File: src/rtl/pcie_datalink_pkg.sv
// pcie_datalink_pkg: shared DLLP types, VC0 constant, FC DLLP field layout and FC init FSM states
package pcie_datalink_pkg;
  typedef enum logic [3:0] {
    DLLP_ACK       = 4'h0,
    DLLP_NAK       = 4'h1,
    DLLP_INITFC1_P = 4'h4,
    DLLP_INITFC1_N = 4'h5,
    DLLP_INITFC1_C = 4'h6,
    DLLP_UPDFC_P   = 4'h8,
    DLLP_UPDFC_N   = 4'h9,
    DLLP_UPDFC_C   = 4'hA,
    DLLP_INITFC2_P = 4'hC,
    DLLP_INITFC2_N = 4'hD,
    DLLP_INITFC2_C = 4'hE
  } dllp_type_e;
  localparam logic [2:0] VC0       = 3'd0;
  localparam logic [1:0] GRP_INIT1 = 2'b01;
  localparam logic [1:0] GRP_UPD   = 2'b10;
  localparam logic [1:0] GRP_INIT2 = 2'b11;
  // Byte 0 sits in the low bits of the beat, so the struct lists byte3 first.
  typedef struct packed {
    logic [7:0] data_lo;
    logic [1:0] hdr_lo;
    logic [1:0] rsvd2;
    logic [3:0] data_hi;
    logic [1:0] rsvd1;
    logic [5:0] hdr_hi;
    logic [3:0] dtype;
    logic       rsvd0;
    logic [2:0] vc;
  } dllp_fc_t;
  typedef enum logic [1:0] {FC_IDLE, FC_FC1, FC_FC2, FC_DONE} fc_init_state_e;
  typedef enum logic {RX_HDR, RX_CRC} rx_state_e;
  // Type nibble [3:2] selects InitFC1/UpdateFC/InitFC2, [1:0] selects P/NP/Cpl; class 3 is not FC.
  function automatic logic is_fc(input logic [3:0] t);
    return t[3:2] != 2'b00 && t[1:0] != 2'b11;
  endfunction
endpackage

File: src/rtl/pcie_datalink_crc.sv
// pcie_datalink_crc: DLLP CRC-16 (poly 0x100B) over 4 bytes, byte0 first, each byte LSB first
// Ports: crcIn seed, data 4 DLLP bytes (byte0 = data[7:0]), crcOut updated CRC (uninverted).
module pcie_datalink_crc (
  input  logic [15:0] crcIn,
  input  logic [31:0] data,
  output logic [15:0] crcOut
);
  logic [15:0] c;
  logic        fb;
  always_comb begin
    c  = crcIn;
    fb = 1'b0;
    for (int b = 0; b < 4; b++) begin
      for (int i = 0; i < 8; i++) begin
        fb = c[15] ^ data[8*b+i];
        c  = {c[14:0], 1'b0} ^ (fb ? 16'h100B : 16'h0000);
      end
    end
    crcOut = c;
  end
endmodule

File: src/rtl/pcie_fc_init_rx.sv
// pcie_fc_init_rx: receive-side PCIe FC init engine; parses VC0 InitFC1/InitFC2/UpdateFC DLLPs and latches partner credits
// Ports: clk_i/rst_i (sync, active-low), fc_init_en_i (link up), s_axis_* DLLP stream (2 beats: bytes, CRC),
//        fc1/fc2_values_stored_o FI flags, {p,np,cpl}_{hdr,data}_fc_o latched credits, dllp_err_o error pulse.
// Config: define PCIE_FC_INIT_RX_CRC_CHECK_EN to compare the DLLP CRC; otherwise only framing is checked.
module pcie_fc_init_rx
  import pcie_datalink_pkg::*;
#(
  parameter int DATA_WIDTH = 32,
  parameter int KEEP_WIDTH = DATA_WIDTH/8,
  parameter int USER_WIDTH = 3
) (
  input  logic                  clk_i,
  input  logic                  rst_i,
  input  logic                  fc_init_en_i,
  input  logic [DATA_WIDTH-1:0] s_axis_tdata,
  input  logic [KEEP_WIDTH-1:0] s_axis_tkeep,
  input  logic                  s_axis_tvalid,
  input  logic                  s_axis_tlast,
  input  logic [USER_WIDTH-1:0] s_axis_tuser,
  output logic                  s_axis_tready,
  output logic                  fc1_values_stored_o,
  output logic                  fc2_values_stored_o,
  output logic [7:0]            p_hdr_fc_o,
  output logic [7:0]            np_hdr_fc_o,
  output logic [7:0]            cpl_hdr_fc_o,
  output logic [11:0]           p_data_fc_o,
  output logic [11:0]           np_data_fc_o,
  output logic [11:0]           cpl_data_fc_o,
  output logic                  dllp_err_o
);
  rx_state_e          rx_q, rx_d;
  fc_init_state_e     st_q, st_d;
  logic [31:0]        hdr_q, hdr_d;
  logic [2:0]         rec_q, rec_d;
  logic [2:0][7:0]    hfc_q, hfc_d;
  logic [2:0][11:0]   dfc_q, dfc_d;
  logic               fc1_q, fc1_d, fc2_q, fc2_d, err_q, err_d;
  logic               crc_ok, dllp_ok, good;
  logic [1:0]         grp, cls;
  dllp_fc_t           fc;
  logic               unused_ok;
`ifdef PCIE_FC_INIT_RX_CRC_CHECK_EN
  logic [15:0]        crc_out;
  pcie_datalink_crc u_crc (
    .crcIn  ('1),
    .data   (hdr_q),
    .crcOut (crc_out)
  );
  assign crc_ok = s_axis_tdata[15:0] == ~crc_out;
`else
  assign crc_ok = 1'b1;
`endif
  assign s_axis_tready = rst_i;
  assign fc   = dllp_fc_t'(hdr_q);
  assign grp  = fc.dtype[3:2];
  assign cls  = fc.dtype[1:0];
  assign good = dllp_ok && fc.vc == VC0 && is_fc(fc.dtype);
  assign unused_ok = ^{s_axis_tkeep, s_axis_tuser, fc.rsvd0, fc.rsvd1, fc.rsvd2};
  always_comb begin
    rx_d    = rx_q;
    hdr_d   = hdr_q;
    dllp_ok = 1'b0;
    err_d   = 1'b0;
    if (s_axis_tvalid) begin
      if (rx_q == RX_HDR) begin
        err_d = s_axis_tlast;
        hdr_d = s_axis_tlast ? hdr_q : s_axis_tdata;
        rx_d  = s_axis_tlast ? RX_HDR : RX_CRC;
      end else begin
        rx_d    = RX_HDR;
        dllp_ok = s_axis_tlast && crc_ok;
        err_d   = !dllp_ok;
      end
    end
    st_d  = st_q;
    rec_d = rec_q;
    hfc_d = hfc_q;
    dfc_d = dfc_q;
    fc1_d = fc1_q;
    fc2_d = fc2_q;
    case (st_q)
      FC_IDLE: st_d = FC_FC1;
      FC_FC1: begin
        if (good && (grp == GRP_INIT1 || grp == GRP_INIT2) && !rec_q[cls]) begin
          rec_d[cls] = 1'b1;
          hfc_d[cls] = {fc.hdr_hi, fc.hdr_lo};
          dfc_d[cls] = {fc.data_hi, fc.data_lo};
        end
        fc1_d = &rec_d;
        st_d  = &rec_d ? FC_FC2 : FC_FC1;
      end
      FC_FC2: begin
        fc2_d = good && (grp == GRP_INIT2 || grp == GRP_UPD);
        st_d  = fc2_d ? FC_DONE : FC_FC2;
      end
      default: st_d = FC_DONE;
    endcase
    if (!fc_init_en_i) begin
      rx_d  = RX_HDR;
      st_d  = FC_IDLE;
      err_d = 1'b0;
      rec_d = '0;
      hfc_d = '0;
      dfc_d = '0;
      fc1_d = 1'b0;
      fc2_d = 1'b0;
    end
  end
  always_ff @(posedge clk_i) begin
    if (!rst_i) begin
      rx_q  <= RX_HDR;
      st_q  <= FC_IDLE;
      hdr_q <= '0;
      rec_q <= '0;
      hfc_q <= '0;
      dfc_q <= '0;
      fc1_q <= 1'b0;
      fc2_q <= 1'b0;
      err_q <= 1'b0;
    end else begin
      rx_q  <= rx_d;
      st_q  <= st_d;
      hdr_q <= hdr_d;
      rec_q <= rec_d;
      hfc_q <= hfc_d;
      dfc_q <= dfc_d;
      fc1_q <= fc1_d;
      fc2_q <= fc2_d;
      err_q <= err_d;
    end
  end
  assign fc1_values_stored_o = fc1_q;
  assign fc2_values_stored_o = fc2_q;
  assign p_hdr_fc_o          = hfc_q[0];
  assign np_hdr_fc_o         = hfc_q[1];
  assign cpl_hdr_fc_o        = hfc_q[2];
  assign p_data_fc_o         = dfc_q[0];
  assign np_data_fc_o        = dfc_q[1];
  assign cpl_data_fc_o       = dfc_q[2];
  assign dllp_err_o          = err_q;
endmodule

File: config.mk
export PLATFORM = sky130hd
export DESIGN_NAME = pcie_fc_init_rx
export DESIGN_NICKNAME = d
export VERILOG_FILES = /design/src/rtl/pcie_datalink_pkg.sv /design/src/rtl/pcie_datalink_crc.sv /design/src/rtl/pcie_fc_init_rx.sv
export SDC_FILE = /design/constraint.sdc
export NUM_CORES = 1
export LEC_CHECK = 0
export CAP_MARGIN = 20
export CORE_MARGIN = 5
export CORE_UTILIZATION = 46
export DETAILED_ROUTE_END_ITERATION = 7
export PLACE_DENSITY = 0.78
export RECOVER_POWER = 50
export SLEW_MARGIN = 20
export SYNTH_ARGS = -nofsm -noshare
export SYNTH_HDL_FRONTEND = slang
export SYNTH_SLANG_ARGS = --single-unit
File: constraint.sdc
create_clock -name clk_i -period 2.2 [get_ports clk_i]
set_input_delay 0.44 -clock clk_i [delete_from_list [all_inputs] [get_ports clk_i]]
set_output_delay 0.44 -clock clk_i [all_outputs]
set_load 0.1 [all_outputs]
==> metrics.cfg <==
[run_status]
status = completed

[drt]
drc = 0
post_drt_via_cell_ratio = 5.01
drt_wl_total_mm = 9.04
ant_nets = 0
drt_iter0_drc = 134
wl_per_cell_um = 15.1
drtPass1Iterations = 4
via_count = 2992

[logic_synthesis]
syn-num-nets = 436
avgSynthCellArea_um2 = 9.18
yosys.cell_types.count = 33
ys_ff_latch = 96
ys_seq_area_frac = 0.537
synth_area_mm2 = 0.00358
yosysWarnings = 0
syn-instance-count = 390

[pwr]
power_density_mw_per_mm2 = 666
cellLeakagePower_nw = 1.88
vdd.ir_drop.worst_mv = 0.382

[critical_path]
cp_max_fo = 11
cp_slowest_cell = dlygate4sd3_1
timing.rr.start = st_q[0]$_SDFF_PN0_
ff2ff_setup_slack_ps = 310
crit_type = in -> reg
arrival_ps = 2250
r2r-end = cpl_hdr_fc_o[5]$_SDFFE_PN0P_
cp-start-kind = input port
crit_chain = dlygate4sd3_1 -> clkbuf_1 -> nor4bb_1 -> buf_4 -> nand4_1 -> buf_4 -> nand2_1 -> a21oi_1
critPathMaxStageDelay_ps = 560
critPathMostFrequentCell = buf_4
crit_required_ps = 2430
crit_path_end_kind = flop
reg2reg_depth = 5

[placed_design]
routabilityCongestion = 0.805
dp_worst_setup_slack_ps = -141
dp.cells = 581
detailed_place.area_mm2 = 0.00456
portBuffers = 95
hpwlAfterDp_mm = 6.29

[cts]
cts_sinks = 96
ctsHoldBuffers = 0
cts_setup_buffers = 0
clkLatencyLatePin_ps = 360
htreeDepth = 3
clockBufferDepth = 2
cts_resized = 0
tritoncts = done
cts_buffers = 9
clockRootBuffer = clkbuf_8
path_clk_slew_ps = 90

[final_layout]
n_antenna_cell = 0
layout_commonest_cell = nand2_1
utilization = 0.601
drive_gt1_frac = 0.206
final_cell_mix = 97 x nand2_1, 96 x dfxtp_1, 61 x clkbuf_2, 46 x nor2_1, 42 x mux2i_1
area_growth_syn_to_layout_pct = 28.3
final_nets = 536
final_cells = 597
fin_area_mm2 = 0.00459

[floorplanning]
fp.dieW_um = 98.2
die-area_mm2 = 0.00965
coreArea_mm2 = 0.00765
start_util = 0.468
die_h_um = 98.2
io_pins = 108
placement_rows = 32

[hold_path]
holdCritStartpoint = p_data_fc_o[10]$_SDFFE_PN0P_
hold_end = p_data_fc_o[10]$_SDFFE_PN0P_
hold_class = reg -> reg
whs_path_depth = 2

[sta]
timing.slew.headroom = 0.583
layout_min_cycle_time_ps = 2020
final-setup-viol-count = 0
setup_ws_ps = 181
hold_violations = 0
post-route-period-util = 0.918
skew_ps = 13.2
rsz0062_at_grt = false
drv_slew = 0
whs_ps = 457
worst_slew_pin_slew_ps = 626
clock.fmax_mhz = 495

[global_route]
antenna_found_initial = 0
grt_pass1_vias = 3074
grt_start_max_net_pins = 39
grt_pass1_wl_mm = 15.1
grt.total_usage = 0.193
met3_usage = 0.0671
busiest_layer = met2
use_met1 = 0.235
overflow = 0
globalRouteMet2Util = 0.318

[run]
maxCapViolations = 0

-- logic make-up (layout without fill, tap and decap cells) --
group,Yosys count,in the layout,share of synthesized area
simple gates,167,167,0.202
flops,96,96,0.537
compound gates,55,55,0.101
fa+ha+maj,2,2,0.00699
buf+inv,28,133,0.0353
mux,42,42,0.117
-- power by group --
part	internal (W)	switching, W	total [W]	leakage [nW]
clock network	0.000435	0.000646	0.00108	0.0987
logic	0.0000934	0.0000967	0.000190	1.00
registers	0.00176	0.0000265	0.00179	0.776
total	0.00229	0.000769	0.00306	1.88
-- cells in the mapped netlist --
cell      number  area, um^2
nand2_1       98         368
dfxtp_1       96        1920
nor2_1        46         173
mux2i_1       42         420
a21boi_0      27         203
a21oi_1       23         115
clkbuf_1      17        63.8
inv_1          4        15.0
nand3_1        3        15.0
nor4bb_1       3        30.0
and2_1         2        12.5
and3_1         2        12.5
buf_1          2        7.51
buf_2          2        10.0
buf_6          2        22.5
ha_1           2        25.0
nor2b_1        2        12.5
nor3b_1        2        15.0
a2111o_1       1        11.3
a31o_2         1        8.76
and4_1         1        8.76
buf_4          1        7.51
nand2b_1       1        6.26
nand4_1        1        6.26
nand4b_1       1        8.76
nor3_1         1        5.00
nor4_4         1        21.3
nor4b_1        1        8.76
o31a_1         1        8.76
o31ai_1        1        7.51
o41ai_1        1        8.76
or3b_2         1        8.76
or3b_4         1        11.3
-- worst max-delay path, delay by kind of cell --
kind | cells | cell delay [ps]
buffers and inverters | 4 | 1200
AND/OR/NAND/NOR | 3 | 550
AO/OA/AOI/OAI | 1 | 60
-- per-stage QoR --
stage | TNS, ps | power, W
6_report | 0 | 0.00306
5_1_grt | 0 | 0.00320
4_1_cts | 0 | 0.00310
3_5_place_dp | -3840 | 0.00202
3_3_place_gp | -2720 | 0.00202
2_1_floorplan | 0 | 0.00192
-- cell type report --
class / instances / area, um^2
sequential: 96 / 1920
fill: 707 / 3050
clock inverter: 7 / 63.8
timing repair buffer: 113 / 807
tap: 102 / 128
multi-input combinational: 266 / 1530
inverter: 4 / 15.0
clock buffer: 9 / 124
-- sequential cells by signal, indices dropped and copies added, names as in the netlist --
signal               count
rx_q                     1
cpl_hdr_fc_o             8
cpl_data_fc_o           12
p_hdr_fc_o               8
np_data_fc_o            12
p_data_fc_o             12
dllp_err_o               1
np_hdr_fc_o              8
rec_q                    3
fc                      27
fc1_values_stored_o      1
st_q                     2
fc2_values_stored_o      1
-- layer usage --
layer  share of wire  up-vias
li1                -     1494
met1            0.43     1397
met2            0.48       91
met3           0.077       10
met4           0.011        0
met5               0        -
-- worst max path at each step --
stage	startpoint	to	slack, ps	depth (start not counted)
global placement	s_axis_tlast	cpl_hdr_fc_o[2]$_SDFFE_PN0P_	-80	8
global route	s_axis_tvalid	cpl_data_fc_o[6]$_SDFFE_PN0P_	110	6
CTS	s_axis_tlast	cpl_hdr_fc_o[5]$_SDFFE_PN0P_	240	8
detailed placement	s_axis_tlast	cpl_hdr_fc_o[5]$_SDFFE_PN0P_	-140	8
finish	s_axis_tvalid	p_hdr_fc_o[2]$_SDFFE_PN0P_	180	8
floorplan	s_axis_tlast	p_data_fc_o[10]$_SDFFE_PN0P_	500	6
No activity file was read; power rests on OpenSTA's default activity.
==> edit 1: new RTL, config.mk and constraints unchanged <==
The option `PCIE_FC_INIT_RX_CRC_CHECK_EN` is turned on by a define.
--- a/src/rtl/pcie_fc_init_rx.sv
+++ b/src/rtl/pcie_fc_init_rx.sv
@@ -3,4 +3,6 @@
 //        fc1/fc2_values_stored_o FI flags, {p,np,cpl}_{hdr,data}_fc_o latched credits, dllp_err_o error pulse.
 // Config: define PCIE_FC_INIT_RX_CRC_CHECK_EN to compare the DLLP CRC; otherwise only framing is checked.
+`define PCIE_FC_INIT_RX_CRC_CHECK_EN
+
 module pcie_fc_init_rx
   import pcie_datalink_pkg::*;
Behaviour: not the same (Yosys sat finds a counterexample within 4 cycles, from zero or initial values and one cycle with rst_i low).
==> edit 1 against the original RTL <==
The flow now finishes with violations (negative setup slack). Worst setup slack got worse by 1.8 ns. Synthesized area grew 57%. Via count up 57%. Critical path depth rose by 4. Total power grew 130%. Wire length rose by 77%. Sequential cell count up 5. Worst hold slack better by 0.00071 ns. Non-clock buffer count grew 109. Design area is 72% higher. Critical path type is now reg -> reg. Highest routed layer unchanged.
==> edit 1: results (changes against the original RTL) <==
Flop pwr share=0.264 (-0.321); Net Count, Synth=598 (+37%); HP Class=reg -> reg; sequential share of the synthesized area=0.3598 (-0.1770); PortBufs=100 (+5.3%); Hold Slack=0.4577 ns (+0.0007140 ns); Power Dens Cells=905.6 mW/mm^2 (+36%); Slowest cell on crit path=or4_4; Final Skew=0.01101 ns (-0.002186 ns); Synth Instances=553 (+42%); crit path DAT=4.01 ns (+1.76 ns); ys async rst share=0 (unchanged); met1 WL=6947 um (+80%); met2 Use GR=0.3856 (+0.06781); Worst Hold Launch=cpl_data_fc_o[2]; met1 Usage GRT=0.2884 (+0.05353); first-pass GRT wire length=25610 um (+70%); metal2 WL=7836 um (+79%); Post-Place Cells=870 (+50%); Post-DP HPWL=11400 um (+81%); largest net degree at the start of global routing=49 (+26%); Top Family by Delay on Critical Path=XOR/XNOR gates; adder-cell share of the synthesized area=0.002227 (-0.004764); status=complete, but fails checks; post-synthesis mux area share=0.1087 (-0.008780); vias in the first global route=4834 (+57%); Crit Path Max Fanout=20 (+9); slew of the pin with the lowest slew margin=0.7156 ns (+0.08993 ns); DP Area=0.007401 sq mm (+62%); Synth Area in Compound Gates=0.07370 (-0.02766); CP Capture Point=p_data_fc_o[3]; First DRT Iteration DRCs=333 (+150%); TNS Setup=-103.83 ns (-103.83 ns); Netlist cell types=50 (+52%); Worst R2R Path Depth=12 (+7); Fillers=883 (+25%); met3 routed WL=918 um (+31%); CP startpoint=fc[7]; P_leak=3.848 nW (+100%); first-pass iteration count of the detailed router=5 (+1); failing checks=negative setup slack; DR vias/cell=5.201 (+3.8%); Layout Nets=796 (+49%); fin cells=902 (+51%); Worst-path clk slew=0.07 ns (-0.02 ns); Final Worst Setup Slack=-1.588 ns (-1.769 ns); Final Setup Violations=68 (+68); Comb group=3.68 mW (+1800%); total track usage=0.2252 (+0.03188); WHS Endpoint=cpl_data_fc_o[2]; met3 Resource Use GR=0.03976 (-0.02739); Synth area leaders=dfxtp_1 (36%), xnor3_1 (13%), mux2i_1 (11%); GP Congestion=0.8836 (+9.8%); commonest cells in the netlist=nand2_1 (154), dfxtp_1 (101), mux2i_1 (61), xnor2_1 (39), xnor3_1 (33); share of post-route cells with drive strength above 1=0.3391 (+0.1330); Final Routed Wirelength=16010 um (+77%)
## edit 1: logic make-up after synthesis
family,after synthesis
AO/OA/AOI/OAI,55
XOR/XNOR,97
adder cells (fa/ha/maj),1
buffers and inverters,43
flip-flops,101
multiplexers,61
AND/OR/NAND/NOR,195
## edit 1: layout make-up
cell class / count / area (sq um) / area share
well taps: 147 / 183.9 / 0.02327
flip-flops and latches: 101 / 2037 / 0.2577
clock inverters: 5 / 57.56 / 0.007281
clock buffers: 10 / 239.0 / 0.03023
multi-input cells: 409 / 3605 / 0.4560
repair buffers: 222 / 1753 / 0.2217
inverters: 8 / 30.03 / 0.003799
## edit 1: worst min-delay path: cells and delay by family, from the launching register on
kind / cells / cell delay [ns]
mux: 1 / 0.05
flops: 1 / 0.31
simple gates: 1 / 0.05
## edit 1: what timing repair did
item | in CTS | in global routing
pin swaps | 11 | 7
gates resized for setup | 40 | 1
cloned | 1 | 0
buffers inserted | 16 | 0
endpoints found under the setup margin | 68 | 68
hold buffers | 0 | 0
==> edit 2: new RTL, same flow settings <==
Made on the original files. Register the output `fc2_values_stored_o` once more; this adds one clock of latency there. The other outputs are not delayed to match.
--- a/src/rtl/pcie_fc_init_rx.sv
+++ b/src/rtl/pcie_fc_init_rx.sv
@@ -131,5 +131,7 @@
   end
   assign fc1_values_stored_o = fc1_q;
-  assign fc2_values_stored_o = fc2_q;
+  always_ff @(posedge clk_i) begin
+    fc2_values_stored_o <= fc2_q;
+  end
   assign p_hdr_fc_o          = hfc_q[0];
   assign np_hdr_fc_o         = hfc_q[1];
Function: changed (Yosys sat finds a counterexample within 10 cycles, from zero or initial values and one cycle with rst_i low).
==> edit 2 against the original RTL <==
Clock power increased by 8%. Critical endpoint is now cpl_hdr_fc_o[4]. Clock skew decreased by 0.0039 ns. Critical path depth decreased by 2. Count of clock-buffer cells in the layout increased by 2. Synthesized area increased by 0.56%. Largest power group unchanged. Sequential cell count increased by 1. Utilization decreased by 0.10 points. Synthesized cell count increased by 0.26%. Die area increased by 0.50%. Wire length decreased by 0.48%. Worst setup slack got worse by 0.047 ns. Critical path type unchanged. Combinational power about the same. Design area increased by 0.35%. Total power increased by 3.6%.
==> edit 2: results (changes against the original RTL) <==
Setup WS pre-CTS=-0.1890 ns (-0.04814 ns); max incr delay on CP=0.56 ns (about the same); Synth Instances=391 (+0.26%); Final Routed Wirelength=8993 um (-0.48%); P_leak=1.875 nW (-0.17%); setup slack, reg-to-reg=0.30 ns; commonest cells in the netlist=nand2_1 (98), dfxtp_1 (97), nor2_1 (46), mux2i_1 (42), a21boi_0 (27); Crit Path Max Fanout=10 (-1); non-clk buf share=0.1694 (-0.006320); average size of a mapped cell=9.206 sq um (+0.30%); DR vias/cell=5.079 (+1.3%); peak supply drop=0.3882 mV (+1.7%); largest net degree at the start of global routing=65 (+67%); met3 Resource Use GR=0.05803 (-0.009110); GP Congestion=0.7985 (-0.80%); fraction of area in registers=0.4213 (+0.002867); vias in the first global route=3056 (-0.59%); Synth area leaders=dfxtp_1 (54%), mux2i_1 (12%), nand2_1 (10%); num sequential=97 (+1.0%); met3 routed WL=619 um (-11%); Hold Crit Depth=0 (-2); Hold Slack=0.3555 ns (-0.1015 ns); WHS Endpoint=fc2_values_stored_o; Critical R2R Capture=cpl_hdr_fc_o[4]; total track usage=0.1882 (-0.005122); multi-input combinational area share=0.3341 (about the same); First DRT Iteration DRCs=102 (-24%); Switching Share=0.2310 (-0.02050); status=completed; Layout Nets=534 (-0.37%); sequential share of the synthesized area=0.5395 (+0.002576); Fillers=715 (+1.1%); Net Count, Synth=437 (+0.23%); ClkCell Share=0.04425 (+0.003385); metal2 WL=4471 um (+2.1%); Worst Hold Launch=fc2_q; Post-DP HPWL=6167 um (-1.9%); Buffers excl. clock=110 (-2.7%); crit path DAT=2.28 ns (+0.03 ns)
## edit 2: cell types whose count changed in the layout (fill, tap and decap cells not counted), sizes merged
cell / delta
buf: -6
bufinv: +1
clkbuf: +5
clkinv: -3
clkinvlp: +2
dfxtp: +1
inv: -2
## edit 2: timing repair
item,CTS,global route
hold buffers,0,0
hold endpoints to repair,0,0
resized for setup,0,1
endpoints found under the setup margin,0,2
## edit 2: cells by family (layout without fill, tap and decap cells)
kind of cell / count (synthesis) / count (layout) / share of synthesized area
AOI/OAI and AO/OA: 55 / 55 / 0.1008
and+or+nand+nor: 167 / 167 / 0.2009
muxes: 42 / 42 / 0.1168
DFF: 97 / 97 / 0.5395
buffers and inverters: 28 / 130 / 0.03511
adders and majority gates: 2 / 2 / 0.006951
## edit 2: power by group through the flow
stage	Combinational, mW	Sequential, mW	Clock (mW)
after floorplan	0.0916	1.84	0
after global placement	0.190	1.85	0
after detailed placement	0.194	1.85	0
after CTS	0.195	1.81	1.20
after global routing	0.208	1.81	1.28
final	0.190	1.81	1.17
